`src/rtl/riscv_main_control.sv`:
```
// Main control FSM for the multicycle RISC-V datapath: sequences fetch, decode,
// execute, memory and writeback, drives datapath controls and counts retired instructions.
module riscv_main_control #(
  parameter int CNT_W = 32
) (
  input  logic             clk,
  input  logic             reset,
  input  logic [6:0]       opcode,
  input  logic             mem_ready,
  output logic             PCWrite,
  output logic             PCWriteCond,
  output logic             IorD,
  output logic             MemRead,
  output logic             MemWrite,
  output logic             IRWrite,
  output logic             MemtoReg,
  output logic             RegWrite,
  output logic             ALUSrcA,
  output logic [1:0]       ALUSrcB,
  output logic             PCSource,
  output logic [1:0]       ALUOp,
  output logic [3:0]       state,
  output logic             illegal_op,
  output logic             instr_done,
  output logic [CNT_W-1:0] retired
);

  typedef enum logic [3:0] {
    S_FETCH  = 4'd0,
    S_DECODE = 4'd1,
    S_MEMADR = 4'd2,
    S_MEMRD  = 4'd3,
    S_MEMWB  = 4'd4,
    S_MEMWR  = 4'd5,
    S_EXEC   = 4'd6,
    S_ALUWB  = 4'd7,
    S_BRANCH = 4'd8
  } state_t;

  localparam logic [6:0] OP_RTYPE  = 7'b0110011;
  localparam logic [6:0] OP_LOAD   = 7'b0000011;
  localparam logic [6:0] OP_STORE  = 7'b0100011;
  localparam logic [6:0] OP_BRANCH = 7'b1100011;

  state_t state_q;
  state_t state_d;

  // NOTE: sequential state uses non-blocking assignments so every flop samples pre-edge values.
  always_ff @(posedge clk or negedge reset) begin
    if (!reset) state_q <= S_FETCH;
    else        state_q <= state_d;
  end

  // NOTE: every combinational output gets a default first so no path infers a latch.
  always_comb begin
    state_d = S_FETCH;
    case (state_q)
      S_FETCH:  state_d = mem_ready ? S_DECODE : S_FETCH;
      S_DECODE: begin
        case (opcode)
          OP_RTYPE:           state_d = S_EXEC;
          OP_LOAD, OP_STORE:  state_d = S_MEMADR;
          OP_BRANCH:          state_d = S_BRANCH;
          default:            state_d = S_FETCH;
        endcase
      end
      S_MEMADR: begin
        if (opcode == OP_LOAD)       state_d = S_MEMRD;
        else if (opcode == OP_STORE) state_d = S_MEMWR;
        else                         state_d = S_FETCH;
      end
      S_MEMRD:  state_d = mem_ready ? S_MEMWB : S_MEMRD;
      S_MEMWB:  state_d = S_FETCH;
      S_MEMWR:  state_d = mem_ready ? S_FETCH : S_MEMWR;
      S_EXEC:   state_d = S_ALUWB;
      S_ALUWB:  state_d = S_FETCH;
      S_BRANCH: state_d = S_FETCH;
      default:  state_d = S_FETCH;
    endcase
  end

  // Outputs are Moore-decoded; mem_ready qualifies FETCH/MEMWR and opcode flags illegal in DECODE.
  always_comb begin
    PCWrite     = 1'b0;
    PCWriteCond = 1'b0;
    IorD        = 1'b0;
    MemRead     = 1'b0;
    MemWrite    = 1'b0;
    IRWrite     = 1'b0;
    MemtoReg    = 1'b0;
    RegWrite    = 1'b0;
    ALUSrcA     = 1'b0;
    ALUSrcB     = 2'b00;
    PCSource    = 1'b0;
    ALUOp       = 2'b00;
    illegal_op  = 1'b0;
    instr_done  = 1'b0;
    if (reset) begin
      case (state_q)
        S_FETCH: begin
          MemRead = 1'b1;
          ALUSrcB = 2'b01;
          IRWrite = mem_ready;
          PCWrite = mem_ready;
        end
        S_DECODE: begin
          ALUSrcB = 2'b10;
          if (opcode != OP_RTYPE && opcode != OP_LOAD &&
              opcode != OP_STORE && opcode != OP_BRANCH) begin
            illegal_op = 1'b1;
            instr_done = 1'b1;
          end
        end
        S_MEMADR: begin
          ALUSrcA = 1'b1;
          ALUSrcB = 2'b10;
        end
        S_MEMRD: begin
          MemRead = 1'b1;
          IorD    = 1'b1;
        end
        S_MEMWB: begin
          RegWrite   = 1'b1;
          MemtoReg   = 1'b1;
          instr_done = 1'b1;
        end
        S_MEMWR: begin
          MemWrite   = 1'b1;
          IorD       = 1'b1;
          instr_done = mem_ready;
        end
        S_EXEC: begin
          ALUSrcA = 1'b1;
          ALUOp   = 2'b10;
        end
        S_ALUWB: begin
          RegWrite   = 1'b1;
          instr_done = 1'b1;
        end
        S_BRANCH: begin
          ALUSrcA     = 1'b1;
          ALUOp       = 2'b01;
          PCWriteCond = 1'b1;
          PCSource    = 1'b1;
          instr_done  = 1'b1;
        end
        default: ;
      endcase
    end
  end

  always_ff @(posedge clk or negedge reset) begin
    if (!reset)                        retired <= '0;
    else if (instr_done && !illegal_op) retired <= retired + CNT_W'(1);
  end

  assign state = state_q;

endmodule

```
`config.mk`:
```
export PLATFORM = sky130hd
export DESIGN_NAME = riscv_main_control
export DESIGN_NICKNAME = d
export VERILOG_FILES = /design/src/rtl/riscv_main_control.sv
export SDC_FILE = /design/constraint.sdc
export NUM_CORES = 1
export LEC_CHECK = 0
export BUFFER_PORTS_ARGS = -buffer_cell sky130_fd_sc_hd__buf_2
export CAP_MARGIN = 20
export CORE_AREA = 2 2 64 66
export CTS_CLUSTER_DIAMETER = 150
export DETAILED_ROUTE_END_ITERATION = 8
export DIE_AREA = 0 0 66 68
export GPL_TIMING_DRIVEN = 0
export MAX_ROUTING_LAYER = met4
export PLACE_DENSITY = 0.87
export SKIP_LAST_GASP = 1
export SYNTH_ARGS = -nofsm -noshare
export SYNTH_HDL_FRONTEND = slang
export SYNTH_SLANG_ARGS = --single-unit
```
`constraint.sdc`:
```
create_clock -name clk -period 2.72 [get_ports clk]
set_input_delay 0.408 -clock clk [delete_from_list [all_inputs] [get_ports clk]]
set_output_delay 0.408 -clock clk [all_outputs]
set_load 0.01 [all_outputs]
```
Yosys cells after proc, flatten, opt, wreduce, memory -nomap -nowiden
Cells that the tools add are included.

storage, ports and cells
  register bits after elaboration = 36
  output and inout bits = 52
  logic and storage cells = 64

operators by class
  add/subtract/negate cells = 1
  equal/unequal tests = 16
  multiplexer cells = 32
  reduce and logical (&&, ||, !) cells = 13

operator list
  operator                                                                number
  32-bit by 1-bit adder with 32-bit output (second input constant)        1
  4-bit case mux with 6 select lines                                      1
  1-bit two-way mux                                                       21
  4-bit by 3-bit equality test with 1-bit output (second input constant)  4
  7-bit by 6-bit equality test with 1-bit output (second input constant)  2
  7-bit by 6-bit != test with 1-bit output (second input constant)        2
  3-bit two-way mux                                                       4
  4-bit case mux with 3 select lines                                      1
  2-bit OR reduction                                                      5
  4-bit by 2-bit equality test with 1-bit output (second input constant)  2
  2-bit case mux with 2 select lines                                      2
  7-bit by 2-bit equality test with 1-bit output (second input constant)  1
  7-bit equality test (second input constant)                             1
  7-bit by 2-bit != test with 1-bit output (second input constant)        1
  7-bit != test (second input constant)                                   1
  3-bit OR reduction                                                      2
  4-bit by 1-bit equality test with 1-bit output (second input constant)  1
  4-bit equality test (second input constant)                             1
  1-bit logical AND                                                       4
  4-bit zero test                                                         1
  2-bit two-way mux                                                       2
  1-bit case mux with 3 select lines                                      1
  1-bit zero test                                                         1

Depth between registers and ports, before layout
Gate-level depths: netlist (run 1).

  depth in word-level cells = 9
  mapped depth = 7
  gate-level depth less buffers = 5

Worst setup path after synthesis (run 1)
Ideal clock, no wire load.

  path kind = reg2out
  start = reg state_q[0] (netlist: state[0])
  end = out PCWriteCond
  data arrival time = 1.455 ns
  required time = 2.312 ns
  setup slack = 0.857 ns
  cell stages (with the launch flop) = 4
  cell sequence = dfrtp_1 -> clkbuf_1 -> nor4_1 -> buf_4

on the way
  cells in the longest elaborated chain, start to end = 3

RTL lines
  item                            line  text
  start, declared                 45    state_t state_q;
  start signal, assigned          51    else state_q <= state_d;
  4-bit equality test             --
  1-bit two-way mux (2 in a row)  --
  end, declared                   11    output logic PCWriteCond,

Every way passes these cells.

Worst setup path after layout (run 1)
  start = in reset
  end = out MemtoReg

on the way
  cells in the longest elaborated chain, start to end = 1

RTL lines
  item               line  text
  start, declared    7     input logic reset,
  1-bit two-way mux  98    if (reset) begin
  end, declared      16    output logic MemtoReg,

Every way passes these cells.

==> flow_summary_export.csv, run 1 <==
group,metric,value,unit
logic_synthesis,yosys_warnings,0,
cts,numCtsBuffers,5,
setup_path,worst_path_max_delay_cell,"buf_2",
logic_synthesis,synth_flop_cell,"dfrtp_1",
setup_path,worstPathMaxFanout,43,
cts,clkLatencyLatePin,0.29,ns
sta,tightestPinTransition,0.875,ns
routing,drt-met1-wl,1.87,mm
run_status,status,"finished, final reports clean",
finish,final_cell_mix,"buf_2 (62), dfrtp_1 (36), nand2_1 (21), xor2_1 (20), nor2_1 (16)",
setup_path,crit_buf_inv,3,
finish,area_delta_synth_final,23.0,%
logic_synthesis,synth-compound-area-share,5.92,%
setup_path,path_common_cell,"buf_2",
finish,final_util,64.0,%
die,die_x,66,um
logic_synthesis,synth-seq-area-share,44.9,%
power_and_ir_drop,power,1.04,mW
finish,final_common_cell,"buf_2",
setup_path,cp_slowest_stage_delay,0.66,ns
setup_path,crit_path_end_kind,"output port",
cts,cts.sinks,36,
cts,ctsHoldBuffers,0,
placement,dp_hpwl,3.13,mm
routing,dr_wl_met2,2.09,mm
global_routing,grt_overflow,0,
sta,hold_violations,0,
die,core_area,3860,sq um
logic_synthesis,syn_inst,206,
die,die_h,68,um
sta,whs,0.235,ns
power_and_ir_drop,p_leak,1.29,nW
setup_path,start_kind,"primary input",
routing,antenna_left,0,
cts,cts_buffer_depth,2,
logic_synthesis,netlist_area,2010,sq um
logic_synthesis,synthMuxAreaShare,1.06,%
logic_synthesis,synth_top_family_by_area,"simple AND/OR/NAND/NOR gates",
power_and_ir_drop,powerDensity,419,nW/um^2
sta,slew_violations,0,
placement,io_buffers,61,
die,row_count,23,
routing,dr.pass1.iters,4,
sta,post-route-min-period,2.38,ns
worst_hold_path,hold_path_class,"in2async",
global_routing,grt_antenna_before_repair,0,
setup_path,arrival,1.98,ns
cts,post_cts.resized_instances,0,
cts,cts_root_buf,"clkbuf_8",
logic_synthesis,synth_cell_types,40,
cts,post_cts_buffers,0,
cts,cts_tree,"yes",
sta,relSlewSlack,41.7,%
placement,placed_cells,317,
sta,rsz0062_at_grt,"no",
finish,num_antenna_cells,0,
placement,gp_congestion,0.831,
sta,setup_viol_count_final,0,
global_routing,grt_max_degree,44,
setup_path,required,2.31,ns
global_routing,grt_pass1_wl,6.86,mm
setup_path,cp_cell_sequence,"buf_2 > inv_1 > or2_2 > nor3_1 > buf_2",
logic_synthesis,yosys.area_share.simple,29.8,%
sta,finalClockSkew,0.00621,ns
routing,dr.max_layer_used,"met4",
routing,dr_total_vias,1740,
routing,post-route-drc-count,0,
finish,final_cell_count_no_fill,325,
sta,post-route-period-util,87.7,%
global_routing,track_usage,20.6,%
setup_path,cp_top_family,"buffers and inverters",
sta,setup-tns-final,0,ns
die,ioPinCount,62,
finish,layout.nets,285,
die,fp.dieArea,4490,sq um
logic_synthesis,synth-edff-count,0,
setup_path,crit_type,"in2out",
routing,drt_wl_total,4.23,mm
setup_path,reg2reg_slack,0.84,ns
logic_synthesis,avgSynthCellArea,9.75,sq um
finish,drive_above_1_share,32.0,%
routing,dr_wl_met3,202,um
job,cap_violations,0,
global_routing,grt_pass1_vias,1538,
routing,routedWlPerCell,13.0,um
logic_synthesis,synthArstFlopShare,100,%
logic_synthesis,synthAdderAreaFrac,0.623,%
cts,clk_pin_slew_worst_paths,0.07,ns
logic_synthesis,synth_seq_cells,36,
logic_synthesis,synth_xor_area_share,14.0,%
routing,viasPerCell,5.35,
logic_synthesis,syn_nets,217,
cts,h-tree-depth,2,
sta,fmax,419,MHz
die,initial_core_util,52.1,%
power_and_ir_drop,vdd_ir_drop_max,0.000273,V
routing,dr.first_iter.drc_count,121,
-- final timing paths --
kind,depth (start not counted),endpoint,start
max reg2reg,7,retired[30]$_DFFE_PN0P_,state[2]$_DFF_PN0_
min in group clk,2,state[3]$_DFF_PN0_,opcode[4]
min reg2reg,1,retired[31]$_DFFE_PN0P_,retired[31]$_DFFE_PN0P_
min,1,retired[30]$_DFFE_PN0P_,reset
max in group asynchronous,1,retired[3]$_DFFE_PN0P_,reset
max,5,MemtoReg,reset
-- logic make-up after synthesis --
| logic type | after synthesis |
|---|---|
| flops | 36 |
| mux | 2 |
| xor+xnor | 32 |
| fa+ha+maj | 1 |
| compound gates | 17 |
| buf+inv | 14 |
| simple gates | 104 |
-- where the power goes --
group	switching [mW]	internal, mW	total (mW)
Sequential	0.0149	0.543	0.558
Clock	0.185	0.206	0.391
Combinational	0.0524	0.0344	0.0868
-- layer usage --
layer,up-vias,track usage (%)
li1,856,-
met1,830,26.0
met2,46,32.8
met3,8,5.10
met4,0,6.63
met5,-,-
-- through the flow --
stage / setup slack [ns] / cell area [sq um]
floorplan: 0.857 / 2010
global placement: 0.253 / 2380
detailed placement: 0.227 / 2380
CTS: 0.277 / 2470
global route: 0.0684 / 2470
finish: 0.336 / 2470
-- worst reg2reg max path, stage by stage (launching register included) --
cell and delay [ns]:
dfrtp_1 0.40, buf_6 0.14, nand2b_1 0.25, o21ai_4 0.26
nand4_4 0.17, buf_6 0.18, nor4_2 0.24, xor2_1 0.17
-- synthesized netlist by cell type (2+ instances only) --
| cell type | number | area share (%) |
|---|---|---|
| dfrtp_1 | 36 | 45 |
| nand2_1 | 21 | 3.9 |
| xor2_1 | 20 | 8.7 |
| nor2_1 | 16 | 3.0 |
| nor3_1 | 15 | 3.7 |
| nand3_1 | 12 | 3.0 |
| xnor2_1 | 12 | 5.2 |
| nor4_1 | 8 | 2.5 |
| a21oi_1 | 7 | 1.7 |
| inv_1 | 6 | 1.1 |
| nand4_1 | 5 | 1.6 |
| nor4_2 | 5 | 3.1 |
| and3_1 | 4 | 1.2 |
| nand2b_1 | 4 | 1.2 |
| o21ai_0 | 4 | 1.0 |
| and2_1 | 2 | 0.62 |
| buf_4 | 2 | 0.75 |
| buf_6 | 2 | 1.1 |
| clkbuf_1 | 2 | 0.37 |
| nand3_2 | 2 | 1.0 |
| nand3b_1 | 2 | 0.75 |
-- registers in the layout, summed over array words and instances (netlist names) --
| signal | flops |
|---|---|
| state | 4 |
| retired | 32 |
-- final cells by class --
cell class	instances	area, sq um
fill	336	1390
multi-input combinational	156	1030
sequential	36	901
timing repair buffer	61	305
clock buffer	7	86.3
tap	50	62.6
buffer	8	53.8
inverter	6	22.5
clock inverter	1	7.51
No activity file was read; power rests on OpenSTA's default activity.
==> run 2: changes to the inputs <==
--- a/config.mk
+++ b/config.mk
@@ -7,10 +7,13 @@
 export LEC_CHECK = 0
 export BUFFER_PORTS_ARGS = -buffer_cell sky130_fd_sc_hd__buf_2
 export CAP_MARGIN = 20
-export CORE_AREA = 2 2 64 66
+export CELL_PAD_IN_SITES_DETAIL_PLACEMENT = 1
+export CELL_PAD_IN_SITES_GLOBAL_PLACEMENT = 2
+export CORE_AREA = 2 2 82 84
 export CTS_CLUSTER_DIAMETER = 150
+export CTS_CLUSTER_SIZE = 12
 export DETAILED_ROUTE_END_ITERATION = 8
-export DIE_AREA = 0 0 66 68
+export DIE_AREA = 0 0 84 86
 export GPL_TIMING_DRIVEN = 0
 export MAX_ROUTING_LAYER = met4
 export PLACE_DENSITY = 0.87
==> run 2 against run 1 <==
  * Via count shrank 0.75%
  * Power decreased by 2.5%
  * Sequential power is essentially flat
  * Routed wire length grew 18%
  * Critical path depth increased by 1
  * Clock skew increased by 0.0050 ns
  * Clock-buffer cell count shrank 1
  * Utilization decreased by 24 points
==> flow_summary_export.csv, run 2 (synthesis gave the netlist of run 1 again) <==
group,metric,value,unit
run_status,status,"finished, final reports clean",
power_and_ir_drop,vdd_ir_drop_max,0.000214,V
sta,slew_violations,0,
cts,ctsHoldBuffers,0,
global_routing,grt_antenna_before_repair,0,
setup_path,start_kind,"flip-flop",
sta,fmax,434,MHz
global_routing,grt_overflow,0,
finish,final_common_cell,"buf_2",
finish,final_cell_mix,"buf_2 (61), dfrtp_1 (36), nand2_1 (21), xor2_1 (20), nor2_1 (16)",
finish,area_delta_synth_final,24.0,%
routing,antenna_left,0,
power_and_ir_drop,clockPowerShare,35.9,%
finish,multi_input_area,1030,sq um
routing,drt_wl_total,4.98,mm
routing,dr_wl_met3,157,um
power_and_ir_drop,powerDensity,406,nW/um^2
routing,dr_wl_met2,2.39,mm
placement,io_buffers,61,
cts,cts_tree,"yes",
die,die_x,84,um
routing,dr_total_vias,1727,
die,fp.dieArea,7220,sq um
die,ioPinCount,62,
sta,finalClockSkew,0.0112,ns
job,cap_violations,0,
placement,placed_cells,344,
setup_path,crit_type,"reg2out",
cts,cts_buffer_depth,2,
routing,dr.max_layer_used,"met4",
finish,layout.nets,285,
setup_path,cp_cell_sequence,"buf_6 > nand2b_1 > o21ai_4 > nand2_1 > a21oi_1 > buf_2",
finish,num_antenna_cells,0,
power_and_ir_drop,share_comb_of_total_power,8.9,%
setup_path,required,2.31,ns
cts,numCtsBuffers,5,
sta,tightestPinTransition,0.590,ns
setup_path,cp_top_family,"compound AO/OA/AOI/OAI gates",
sta,post-route-min-period,2.30,ns
finish,drive_above_1_share,31.8,%
cts,h-tree-depth,2,
global_routing,track_usage,14.6,%
sta,hold_violations,0,
routing,dr.first_iter.drc_count,36,
finish,max_flop_register,"retired",
die,initial_core_util,32.0,%
cts,post_cts.resized_instances,0,
sta,setup-tns-final,0,ns
sta,post-route-period-util,84.6,%
cts,clk_pin_slew_worst_paths,0.07,ns
die,row_count,29,
routing,viasPerCell,4.92,
worst_hold_path,hold_path_class,"in2async",
setup_path,worst_path_max_delay_cell,"dfrtp_1",
placement,gp_congestion,0.796,
global_routing,grt_max_degree,44,
routing,drt-met1-wl,2.36,mm
routing,routedWlPerCell,14.2,um
global_routing,grt_pass1_vias,1689,
power_and_ir_drop,p_leak,1.29,nW
cts,cts.sinks,36,
routing,dr.pass1.iters,4,
die,die_h,86,um
finish,seq_area,901,sq um
placement,dp_hpwl,3.71,mm
setup_path,worstPathMaxFanout,8,
routing,post-route-drc-count,0,
sta,relSlewSlack,60.6,%
die,core_area,6280,sq um
finish,final_cell_count_no_fill,351,
cts,cts_root_buf,"clkbuf_8",
power_and_ir_drop,power.switching,0.258,mW
setup_path,crit_buf_inv,2,
setup_path,crit_path_end_kind,"output port",
cts,post_cts_buffers,0,
finish,largest_register_ffs,32,
finish,fillers,764,
power_and_ir_drop,pwr-share-seq,55.2,%
sta,setup_viol_count_final,0,
power_and_ir_drop,p_int,0.752,mW
global_routing,grt_pass1_wl,8.36,mm
sta,rsz0062_at_grt,"no",
cts,clkLatencyLatePin,0.29,ns
setup_path,cp_slowest_stage_delay,0.39,ns
power_and_ir_drop,switching_share,25.5,%
setup_path,arrival,1.89,ns
[run 2: path summary, 6_finish.rpt]
check	from	end	slack [ns]	depth (start not counted)
min in group clk	opcode[6]	state[2]$_DFF_PN0_	0.35	2
max reg2reg	retired[2]$_DFFE_PN0P_	retired[31]$_DFFE_PN0P_	0.81	5
max	state[2]$_DFF_PN0_	instr_done	0.42	6
min	reset	retired[30]$_DFFE_PN0P_	0.13	1
max in group asynchronous	reset	state[2]$_DFF_PN0_	2.17	1
min reg2reg	retired[31]$_DFFE_PN0P_	retired[31]$_DFFE_PN0P_	0.46	1
[run 2: area by class of cell]
type	count	area share (%)
sequential	36	36.2
buffer	8	2.16
clock inverter	1	0.201
timing repair buffer	61	12.4
inverter	6	0.905
tap	77	3.87
clock buffer	6	2.91
multi-input combinational	156	41.4
[run 2: worst reg2reg max path, delay by kind of cell, from the launching register on]
kind                      cells  cell delay, ns
and+or+nand+nor               4            1.24
DFF                           1            0.43
xor gates and xnor gates      1            0.17
[run 2: power groups by stage]
stage / logic (mW) / clock network, mW / registers [mW]
finish: 0.0896 / 0.363 / 0.558
global route: 0.101 / 0.398 / 0.560
CTS: 0.0914 / 0.377 / 0.558
detailed placement: 0.0912 / 0 / 0.568
global placement: 0.0894 / 0 / 0.568
floorplan: 0.0426 / 0 / 0.570
[run 2: metal layers]
metal | vias to the layer above | GRT usage [%]
li1 | 854 | -
met1 | 837 | 19.2
met2 | 29 | 23.0
met3 | 7 | 2.69
met4 | 0 | 4.84
met5 | - | -
[run 2: per-stage QoR]
stage	setup WS [ns]	util (%)	hold slack (ns)	power (mW)	instance area [sq um]
after floorplan	0.857	-	0.112	0.612	2010
after global placement	0.161	38.4	0.458	0.657	2410
after detailed placement	0.101	38.4	0.459	0.659	2410
after CTS	0.165	39.6	0.288	1.03	2490
after global routing	0.267	39.7	0.174	1.06	2490
final	0.418	39.7	0.127	1.01	2490
